File: config.mk
export PLATFORM = sky130hd
export DESIGN_NAME = bo_datapath_flat
export DESIGN_NICKNAME = d
export VERILOG_FILES = /design/src/rtl/bo_datapath_if.sv /design/src/rtl/bo_datapath.sv /design/src/flat_wrapper.sv
export SDC_FILE = /design/constraint.sdc
export NUM_CORES = 1
export LEC_CHECK = 0
export CAP_MARGIN = 5
export CORE_ASPECT_RATIO = 1.1
export CORE_MARGIN = 4
export CORE_UTILIZATION = 60
export CTS_BUF_LIST = sky130_fd_sc_hd__clkbuf_4 sky130_fd_sc_hd__clkbuf_8
export DETAILED_ROUTE_END_ITERATION = 8
export GPL_ROUTABILITY_DRIVEN = 0
export GPL_TIMING_DRIVEN = 0
export HOLD_SLACK_MARGIN = 0.05
export PLACE_DENSITY = 0.84
export SYNTH_ARGS = -nofsm -noshare
export SYNTH_HDL_FRONTEND = slang
export SYNTH_SLANG_ARGS = --single-unit
File: constraint.sdc
create_clock -name clk -period 12.37 [get_ports clk]
set_input_delay 1.237 -clock clk [delete_from_list [all_inputs] [get_ports clk]]
set_output_delay 1.237 -clock clk [all_outputs]
set_load 0.05 [all_outputs]
File: src/rtl/bo_datapath_if.sv
// rtl/bo_datapath_if.sv - control word and register/status bus between BC controller and BO datapath
interface bo_datapath_if #(
   parameter int WIDTH = 8
);
   logic [WIDTH-1:0] X_in;
   logic             LX;
   logic             LS;
   logic             LH;
   logic             H;
   logic [1:0]       M0;
   logic [1:0]       M1;
   logic [1:0]       M2;
   logic [WIDTH-1:0] S_out;
   logic [WIDTH-1:0] X_out;
   logic [WIDTH-1:0] H_out;
   logic             zero;
   logic             ovf;

   modport master (
      output X_in, LX, LS, LH, H, M0, M1, M2,
      input  S_out, X_out, H_out, zero, ovf
   );

   modport slave (
      input  X_in, LX, LS, LH, H, M0, M1, M2,
      output S_out, X_out, H_out, zero, ovf
   );
endinterface

File: src/rtl/bo_datapath.sv
// rtl/bo_datapath.sv - three-register datapath with one shared add/multiply ALU
module bo_datapath #(
   parameter int WIDTH   = 8,
   parameter int CONST_K = 1
) (
   input  logic          clk,
   input  logic          reset,
   bo_datapath_if.slave  bus
);
   logic [WIDTH-1:0]   rx_q, rx_d;
   logic [WIDTH-1:0]   rs_q, rs_d;
   logic [WIDTH-1:0]   rh_q, rh_d;
   logic               zero_q, zero_d;
   logic               ovf_q, ovf_d;

   logic [WIDTH-1:0]   op_a, op_b;
   logic [WIDTH:0]     sum;
   logic [2*WIDTH-1:0] prod;
   logic [WIDTH-1:0]   alu_res;
   logic               alu_ovf;
   logic [WIDTH-1:0]   rs_src;
   logic               rs_from_alu;

   // Operand muxes: A picks a register or the constant, B picks a register, X_in or zero
   always_comb begin
      op_a = WIDTH'(CONST_K);
      case (bus.M0)
         2'd0:    op_a = rx_q;
         2'd1:    op_a = rs_q;
         2'd2:    op_a = rh_q;
         default: op_a = WIDTH'(CONST_K);
      endcase
      op_b = '0;
      case (bus.M1)
         2'd0:    op_b = rs_q;
         2'd1:    op_b = bus.X_in;
         2'd2:    op_b = rh_q;
         default: op_b = '0;
      endcase
   end

   // Shared ALU: result truncated to WIDTH, overflow flags any lost high bits
   always_comb begin
      sum  = {1'b0, op_a} + {1'b0, op_b};
      prod = {{WIDTH{1'b0}}, op_a} * {{WIDTH{1'b0}}, op_b};
      if (bus.H) begin
         alu_res = sum[WIDTH-1:0];
         alu_ovf = sum[WIDTH];
      end else begin
         alu_res = prod[WIDTH-1:0];
         alu_ovf = |prod[2*WIDTH-1:WIDTH];
      end
   end

   // Next-state: every load sees pre-edge register values; status tracks ALU-sourced loads
   always_comb begin
      rs_src = alu_res;
      case (bus.M2)
         2'd0:    rs_src = alu_res;
         2'd1:    rs_src = op_a;
         2'd2:    rs_src = alu_res >> 1;
         default: rs_src = rh_q;
      endcase
      rs_from_alu = bus.LS && (bus.M2 == 2'd0 || bus.M2 == 2'd2);

      rx_d   = bus.LX ? op_b   : rx_q;
      rs_d   = bus.LS ? rs_src : rs_q;
      rh_d   = bus.LH ? alu_res : rh_q;

      zero_d = zero_q;
      if (rs_from_alu) begin
         zero_d = (rs_src == '0);
      end else if (bus.LH) begin
         zero_d = (alu_res == '0);
      end

      ovf_d = ovf_q | (alu_ovf & (bus.LH | rs_from_alu));
   end

   // State register; reset overrides any load in the same cycle
   always_ff @(posedge clk) begin
      if (reset) begin
         rx_q   <= '0;
         rs_q   <= '0;
         rh_q   <= '0;
         zero_q <= 1'b0;
         ovf_q  <= 1'b0;
      end else begin
         rx_q   <= rx_d;
         rs_q   <= rs_d;
         rh_q   <= rh_d;
         zero_q <= zero_d;
         ovf_q  <= ovf_d;
      end
   end

   assign bus.S_out = rs_q;
   assign bus.X_out = rx_q;
   assign bus.H_out = rh_q;
   assign bus.zero  = zero_q;
   assign bus.ovf   = ovf_q;
endmodule

File: src/flat_wrapper.sv
// flat-port wrapper written by rule: the top's interface ports become plain ports
module bo_datapath_flat 
#(
   parameter int WIDTH   = 8,
   parameter int CONST_K = 1
)
  (clk, reset, bus_X_in, bus_LX, bus_LS, bus_LH, bus_H, bus_M0, bus_M1, bus_M2, bus_S_out, bus_X_out, bus_H_out, bus_zero, bus_ovf);
  bo_datapath_if #(.WIDTH(WIDTH)) bus_i ();
  input  logic clk;
  input  logic reset;
  input wire logic [$bits(bus_i.X_in)-1:0] bus_X_in;
  input wire logic [$bits(bus_i.LX)-1:0] bus_LX;
  input wire logic [$bits(bus_i.LS)-1:0] bus_LS;
  input wire logic [$bits(bus_i.LH)-1:0] bus_LH;
  input wire logic [$bits(bus_i.H)-1:0] bus_H;
  input wire logic [$bits(bus_i.M0)-1:0] bus_M0;
  input wire logic [$bits(bus_i.M1)-1:0] bus_M1;
  input wire logic [$bits(bus_i.M2)-1:0] bus_M2;
  output wire logic [$bits(bus_i.S_out)-1:0] bus_S_out;
  output wire logic [$bits(bus_i.X_out)-1:0] bus_X_out;
  output wire logic [$bits(bus_i.H_out)-1:0] bus_H_out;
  output wire logic [$bits(bus_i.zero)-1:0] bus_zero;
  output wire logic [$bits(bus_i.ovf)-1:0] bus_ovf;
  assign bus_i.X_in = bus_X_in;
  assign bus_i.LX = bus_LX;
  assign bus_i.LS = bus_LS;
  assign bus_i.LH = bus_LH;
  assign bus_i.H = bus_H;
  assign bus_i.M0 = bus_M0;
  assign bus_i.M1 = bus_M1;
  assign bus_i.M2 = bus_M2;
  assign bus_S_out = bus_i.S_out;
  assign bus_X_out = bus_i.X_out;
  assign bus_H_out = bus_i.H_out;
  assign bus_zero = bus_i.zero;
  assign bus_ovf = bus_i.ovf;
  bo_datapath #(.WIDTH(WIDTH), .CONST_K(CONST_K)) u_core (.clk(clk), .reset(reset), .bus(bus_i));
endmodule
==> results of run 1 <==
-- cell usage after synthesis (9+ instances only) --
cell type  instances  area share (%)
mux2i_1           21             5.0
o21a_1            10             1.8
nor2_1            79             7.0
fa_1              37              18
nand2_1           43             3.8
o21ai_0            9             1.1
ha_1              44              13
inv_1             86             7.7
clkbuf_1           9            0.80
a21oi_1           16             1.9
a211oi_1          21             3.7
dfxtp_1           26              12
-- registers in the layout, summed over array words and instances, names as in the netlist --
name / count
u_core.bus.zero: 1
u_core.bus.H_out: 8
u_core.bus.X_out: 8
u_core.bus.S_out: 8
u_core.bus.ovf: 1
-- power by group --
group | switching, mW | total [mW] | internal (mW)
sequential | 0.00894 | 0.0995 | 0.0906
combinational | 0.114 | 0.183 | 0.0684
clock | 0.0316 | 0.0602 | 0.0286
-- worst max-delay path: stages --
cell and delay, ps:
clkbuf_1 450, nor2b_1 100, clkbuf_1 210, a21oi_1 610, inv_1 200, ha_1 360
fa_1 560, inv_1 60, fa_1 530, inv_1 50, fa_1 410, ha_1 190
ha_1 330, o21a_1 210, or3_1 310, a2111o_1 430, a221oi_1 220, or3b_1 400
a211oi_1 250, a221oi_1 120
-- area by class of cell --
type	count	area, um2
flip-flops and latches	26	520
well taps	82	103
clock buffers	4	55.1
fillers	546	1960
plain buffers	17	93.8
inverters	89	334
repair buffers	38	380
multi-input cells	394	3270
-- layer usage --
layer	up-vias	routed length (um)	part of all wire, %	track usage [%]
met1	1899	4490	38	36.4
met2	259	5510	46	47.6
met3	41	1390	12	6.68
met4	0	537	4.5	12.3
li1	1883	-	-	-
met5	-	0	0	0
-- kinds of logic after synthesis --
kind of cell / Yosys count / share of synthesized area [%]
adder cells (fa/ha/maj): 81 / 30.6
AND/OR/NAND/NOR: 173 / 19.3
AO/OA/AOI/OAI: 107 / 18.8
multiplexers: 29 / 7.92
XOR/XNOR: 4 / 0.831
flip-flops: 26 / 12.3
buffers and inverters: 106 / 10.1
-- worst paths after layout --
check	startpoint	endpoint	slack (ps)	cells after the start
setup / recovery	bus_M1[1]	u_core.bus.ovf	5280	20
hold / removal	u_core.bus.ovf	u_core.bus.ovf	520	2
setup reg to reg	u_core.bus.H_out[5]	u_core.bus.ovf	6380	19
hold reg to reg	u_core.bus.ovf	u_core.bus.ovf	520	2
-- stage by stage --
| stage | cells | util [%] | worst slack (ps) |
|---|---|---|---|
| after floorplan | 526 | - | 5860 |
| after global placement | 646 | 70.0 | 5170 |
| after detailed placement | 646 | 70.0 | 5110 |
| after CTS | 650 | 70.9 | 5400 |
| after global routing | 650 | 70.9 | 4970 |
| final | 650 | 70.9 | 5280 |
==> flow_summary.yaml, run 1 <==
clocking:
  root_buffer: "clkbuf_8"
  cts-resized-gates: 0
  post-cts-setup-buffer-count: 0
  clkSinkCount: 26
  hold_buffers: 0
  cts_max_level: 1
  clock_latency_ps: 290
  cts_tree: "built"
  clkTransAtPathRegs_ps: 110
  cts_buffers: 3
  clock_path_buffers: 2
floorplanning:
  core_area_mm2: 0.00671
  die_area_mm2: 0.00843
  pin_count: 46
  die_w_um: 87.9
  fp-row-count: 31
  floorplan.initialDensity_pct: 62.8
  die_h_um: 95.9
placed_design:
  hpwl_um: 9490
  place_area_mm2: 0.00470
  port-buffer-count: 38
sta:
  slew_headroom_pct: 36.3
  fin_crit_ps: 7090
  skew_ps: 10.7
  holdWs_ps: 515
  rsz0062_at_grt: "false"
  setup_viol_count_final: 0
  fin_setup_tns_ps: 0
  drv_slew: 0
  layout_worst_path_cycle_share_pct: 57.3
  final_hold_viol_count: 0
  max_freq_ghz: 0.141
  tightest_slew_ps: 955
drt:
  drcViolationCount: 0
  wl_per_cell_um: 18.3
  routed_wl_um: 11900
  drtIter0Drc: 362
  ant_nets: 0
  route.vias.total: 4082
  dr.pass1.iters: 6
  vias_per_cell: 6.28
worst_setup_path:
  critPathArrivalTime_ps: 7240
  cp-start-kind: "primary input"
  endpoint_kind: "register"
  path_class: "primary input to register"
  cp.required_ps: 12530
  crit_fanout: 9
cells_and_area:
  syn_to_final_growth_pct: 12.8
  final_common_cell: "inv_1"
  layout.nets: 670
  drive_gt1_share_pct: 5.11
  final_cell_mix: "86 x inv_1, 79 x nor2_1, 44 x ha_1"
  final_area_mm2: 0.00475
  diodes: 0
global_route:
  grt_max_degree: 15
  antenna_found_initial: 0
  grt_pass1_wl_um: 19000
  grt_use_total_pct: 29.0
  grt_pass1_vias: 3963
  grt_overflow: 0
yosys:
  syn_inst: 526
  synth.net_count: 627
  avgSynthCellArea_um2: 8.02
  synth_edf_count: 0
  ys_ff_latch: 26
  yosys_warnings: 0
  synth_top_flop_cell: "dfxtp_1"
  syn-cell-area_mm2: 0.00422
  ys_async_sr_fraction_pct: 0
  ys_types: 73
  seq_area_frac_synth_pct: 12.3
power:
  power_mw: 0.342
  ir_drop_mv: 0.0549
  pwr_density_cell_mw_per_mm2: 72.0
  leakage_nw: 2.25
flow_run:
  drv_cap: 0
min_path:
  hp-class: "register to register"
outcome:
  status: "complete, no violations"
Power figures use the tool's default switching activity.
==> run 2: changes to the inputs <==
CORE_UTILIZATION = 54   (was 60)
PLACE_DENSITY = 0.8   (was 0.84)
clock period = 6.45 ns   (was 12.37 ns; I/O delays follow)
==> run 2 against run 1 <==
Effect of this change:
- setup slack worse by 5000 ps
- via count down 1.3%
- utilization down 6.9 points
- clock skew down 5.3 ps
- total power up 99%
- clock power up 130%
- sequential power up 93%
- first-iteration DRC count down 0.28%
- sequential share of layout area down 0.12 points
- worst hold slack worse by 12 ps
- critical path type unchanged
- critical endpoint is now u_core.bus.zero
- highest routed layer unchanged
==> flow_summary.yaml, run 2 (synthesis results as in run 1) <==
floorplanning:
  die_w_um: 92.3
  fp-row-count: 33
  floorplan.initialDensity_pct: 56.1
  die_h_um: 101
  pin_count: 46
  core_area_mm2: 0.00751
  die_area_mm2: 0.00929
global_route:
  antenna_found_initial: 0
  use_met1_pct: 32.7
  grt_overflow: 0
  grt_max_degree: 16
  grt_pass1_wl_um: 19200
  busiest_layer: "met2"
  use_met3_pct: 3.29
  grt_use_total_pct: 25.5
  met2_usage_pct: 43.0
  grt_pass1_vias: 3950
drt:
  drcViolationCount: 0
  wl_per_cell_um: 17.0
  vias_per_cell: 5.99
  routed_wl_um: 11400
  ant_nets: 0
  dr.pass1.iters: 6
  route.vias.total: 4028
  drtIter0Drc: 361
worst_setup_path:
  cp.required_ps: 6650
  critical-path-max-stage-delay_ps: 690
  cp_cell_sequence: "buf_1 > nor2b_1 > clkbuf_2 > a21oi_1 > nor2_1 > fa_1 > inv_1 > fa_1 > fa_1 > fa_1 > inv_1 > ha_1 > or3_2 > a31oi_1 > and3_4 > mux4_2 > nand4_1 > a311oi_1"
  r2r_start: "u_core.bus.H_out[6]"
  crit_fanout: 9
  cp-start-kind: "primary input"
  crit_cells: 18
  reg2reg_to: "u_core.bus.zero"
  critPathArrivalTime_ps: 6320
  reg2regPathDepth: 17
  cpMaxStageDelayCell: "a21oi_1"
  path_class: "primary input to register"
  cpMostUsedCell: "fa_1"
  r2r_slack_ps: 640
  path_delay_family: "adder cells"
  setup.worst_path.start: "bus_M1[0]"
  crit_end: "u_core.bus.zero"
  endpoint_kind: "register"
  crit_buf_inv: 4
placed_design:
  place_area_mm2: 0.00473
  hpwl_um: 9270
  place_inst: 669
  port-buffer-count: 38
power:
  power_frac_clock_pct: 20.8
  p_switching_mw: 0.292
  ir_drop_mv: 0.0565
  combPwrFrac_pct: 51.0
  pwr_density_cell_mw_per_mm2: 141
  seq_power_share_pct: 28.2
  sw_frac_of_total_pct: 42.9
  leakage_nw: 2.26
  power.internal_mw: 0.388
sta:
  tightest_slew_ps: 1020
  fin_setup_tns_ps: 0
  layout_worst_path_cycle_share_pct: 95.0
  skew_ps: 5.34
  holdWs_ps: 503
  max_freq_ghz: 0.163
  slew_headroom_pct: 32.2
  setup_viol_count_final: 0
  fin_crit_ps: 6130
  drv_slew: 0
  rsz0062_at_grt: "false"
  final_hold_viol_count: 0
clocking:
  clock_latency_ps: 280
  clock_path_buffers: 2
  cts_tree: "built"
  root_buffer: "clkbuf_8"
  cts_buffers: 3
  clkTransAtPathRegs_ps: 100
  clkSinkCount: 26
  cts_max_level: 1
  post-cts-setup-buffer-count: 0
  cts-resized-gates: 0
  hold_buffers: 0
min_path:
  hp-class: "register to register"
cells_and_area:
  final_common_cell: "inv_1"
  final_area_mm2: 0.00481
  syn_to_final_growth_pct: 14.0
  fill_cells: 663
  final_util_pct: 64.0
  final_cell_mix: "86 x inv_1, 79 x nor2_1, 43 x nand2_1, 43 x ha_1, 38 x clkdlybuf4s50_1"
  diodes: 0
  final_cells: 673
  layout.nets: 670
  drive_gt1_share_pct: 5.81
flow_run:
  drv_cap: 0
outcome:
  status: "complete, no violations"
[run 2: cell types whose count changed in the layout (fill, tap and decap cells not counted), sizes merged]
cell,before,now
clkbuf,14,13
bufinv,0,1
[run 2: power groups by stage]
| stage | Sequential [mW] | Clock, mW | Combinational (mW) |
|---|---|---|---|
| after floorplan | 0.233 | 0 | 0.203 |
| after global placement | 0.194 | 0 | 0.334 |
| after detailed placement | 0.194 | 0 | 0.340 |
| after CTS | 0.191 | 0.142 | 0.343 |
| after global routing | 0.193 | 0.149 | 0.380 |
| final | 0.192 | 0.141 | 0.347 |
[run 2: worst min path at each step]
stage | depth (start not counted) | startpoint | endpoint
CTS | 2 | u_core.bus.zero | u_core.bus.zero
finish | 2 | u_core.bus.zero | u_core.bus.zero
global route | 2 | u_core.bus.zero | u_core.bus.zero
global placement | 2 | u_core.bus.ovf | u_core.bus.ovf
detailed placement | 2 | u_core.bus.zero | u_core.bus.zero
floorplan | 2 | u_core.bus.ovf | u_core.bus.ovf
[run 2: cell type report]
| cell class | instances | area [um2] | area share, % |
|---|---|---|---|
| clock buffers | 3 | 41.3 | 0.859 |
| plain buffers | 17 | 96.3 | 2.00 |
| flip-flops and latches | 26 | 520 | 10.8 |
| multi-input cells | 394 | 3270 | 68.1 |
| clock inverters | 1 | 30.0 | 0.625 |
| repair buffers | 38 | 380 | 7.91 |
| inverters | 89 | 334 | 6.95 |
| well taps | 105 | 131 | 2.73 |
[run 2: worst min-delay path, stage by stage (launching register included)]
cell	delay, ps
dfxtp_1	320
nor2_1	90
a311oi_1	50
[run 2: routing by layer]
layer | part of all wire (%) | vias up | wire length (um)
li1 | - | 1889 | -
met1 | 40 | 1890 | 4610
met2 | 47 | 205 | 5340
met3 | 7.5 | 44 | 851
met4 | 5.4 | 0 | 615
met5 | 0 | - | 0
[run 2: through the flow]
step           setup WS [ps]  power (mW)
6_report                 324       0.680
5_1_grt                 32.2       0.721
4_1_cts                  110       0.676
2_1_floorplan            536       0.436
3_3_place_gp            -143       0.528
3_5_place_dp            -179       0.534
==> run 3: changes to the inputs <==
HOLD_SLACK_MARGIN = 0.06   (was 0.05)
RECOVER_POWER = 25   (was not set)
==> run 3 against run 2 <==
Effect of this change:
- register-to-register slack about the same
- sequential power barely moved
- die area unchanged
- combinational power about the same
==> flow_summary.yaml, run 3 (synthesis results as in run 1) <==
clocking:
  clkTransAtPathRegs_ps: 100
  clock_path_buffers: 2
  clock_latency_ps: 280
  post-cts-setup-buffer-count: 0
  cts_tree: "built"
  cts-resized-gates: 0
  hold_buffers: 0
  clkSinkCount: 26
  root_buffer: "clkbuf_8"
  cts_max_level: 1
  cts_buffers: 3
sta:
  skew_ps: 5.63
  layout_worst_path_cycle_share_pct: 94.9
  setup_viol_count_final: 0
  final_hold_viol_count: 0
  tightest_slew_ps: 1020
  max_freq_ghz: 0.163
  rsz0062_at_grt: "false"
  drv_slew: 0
  fin_crit_ps: 6120
  slew_headroom_pct: 32.3
worst_setup_path:
  cp.required_ps: 6650
  endpoint_kind: "register"
  crit_fanout: 9
  path_class: "primary input to register"
  cp-start-kind: "primary input"
  critPathArrivalTime_ps: 6320
drt:
  routed_wl_um: 11400
  drcViolationCount: 0
  route.vias.total: 4026
  wl_per_cell_um: 17.0
  ant_nets: 0
  drtIter0Drc: 362
  vias_per_cell: 5.98
  dr.pass1.iters: 5
floorplanning:
  fp-row-count: 33
  floorplan.initialDensity_pct: 56.1
  pin_count: 46
  core_area_mm2: 0.00751
  die_w_um: 92.3
  die_area_mm2: 0.00929
  die_h_um: 101
flow_run:
  drv_cap: 0
global_route:
  grt_max_degree: 16
  grt_overflow: 0
  antenna_found_initial: 0
  grt_pass1_wl_um: 19200
  grt_pass1_vias: 3950
  grt_use_total_pct: 25.5
power:
  leakage_nw: 2.27
  pwr_density_cell_mw_per_mm2: 141
  power_mw: 0.679
  ir_drop_mv: 0.0565
cells_and_area:
  diodes: 0
  syn_to_final_growth_pct: 14.0
  final_common_cell: "inv_1"
  layout.nets: 670
  drive_gt1_share_pct: 5.81
  final_cell_mix: "86 x inv_1, 79 x nor2_1, 43 x nand2_1, 43 x ha_1, 37 x fa_1"
  final_cells: 673
placed_design:
  place_inst: 669
  port-buffer-count: 38
  hpwl_um: 9270
min_path:
  hp-class: "register to register"
outcome:
  status: "complete, no violations"
==> run 3: changes by cell type in the layout (fill, tap and decap cells not counted) <==
cell	previous run	this run
clkdlybuf4s50_1	38	32
dlygate4sd3_1	0	6
buf_1	3	2
clkbuf_1	7	8
==> run 3: critical path, cell delays in order <==
cell and delay [ps]:
clkbuf_1 170, nor2b_1 180, clkbuf_2 180, a21oi_1 690, nor2_1 160, fa_1 570, inv_1 60, fa_1 500
fa_1 520, fa_1 550, inv_1 40, ha_1 360, or3_2 550, a31oi_1 200, and3_4 230, mux4_2 260
nand4_1 150, a311oi_1 290
==> run 3: metal layers <==
layer	routed length [um]	part of all wire (%)	up-vias	track usage [%]
met2	5280	46	204	43.0
met5	0	0	-	0
li1	-	-	1886	-
met4	658	5.8	0	12.0
met1	4630	41	1887	32.7
met3	850	7.4	49	3.29
==> run 3: where the power goes <==
part / internal [mW] / total, mW / switching (mW)
Clock: 0.0832 / 0.141 / 0.0581
Combinational: 0.131 / 0.346 / 0.215
Sequential: 0.174 / 0.192 / 0.0179
==> run 3: worst paths after layout <==
check / from / endpoint / slack, ps / cells after the start
hold / removal: u_core.bus.zero / u_core.bus.zero / 500 / 2
hold reg to reg: u_core.bus.zero / u_core.bus.zero / 500 / 2
setup / recovery: bus_M1[0] / u_core.bus.zero / 330 / 18
setup reg to reg: u_core.bus.H_out[6] / u_core.bus.zero / 650 / 17
==> run 3: layout make-up <==
type / count / area [um2]
Sequential cell: 26 / 520
Clock buffer: 3 / 41.3
Tap cell: 105 / 131
Buffer: 17 / 96.3
Inverter: 89 / 334
Multi-Input combinational cell: 394 / 3270
Fill cell: 663 / 2710
Timing Repair Buffer: 38 / 380
Clock inverter: 1 / 30.0
==> run 3: metrics by stage <==
step / utilization [%] / hold slack (ps) / worst slack [ps] / area, um2 / setup TNS [ps]
2_1_floorplan: - / 696 / 536 / 4220 / 0
3_3_place_gp: 62.9 / 483 / -143 / 4730 / -253
3_5_place_dp: 62.9 / 492 / -179 / 4730 / -316
4_1_cts: 63.9 / 504 / 110 / 4800 / 0
5_1_grt: 64.0 / 524 / 32.3 / 4810 / 0
6_report: 64.0 / 500 / 326 / 4810 / 0
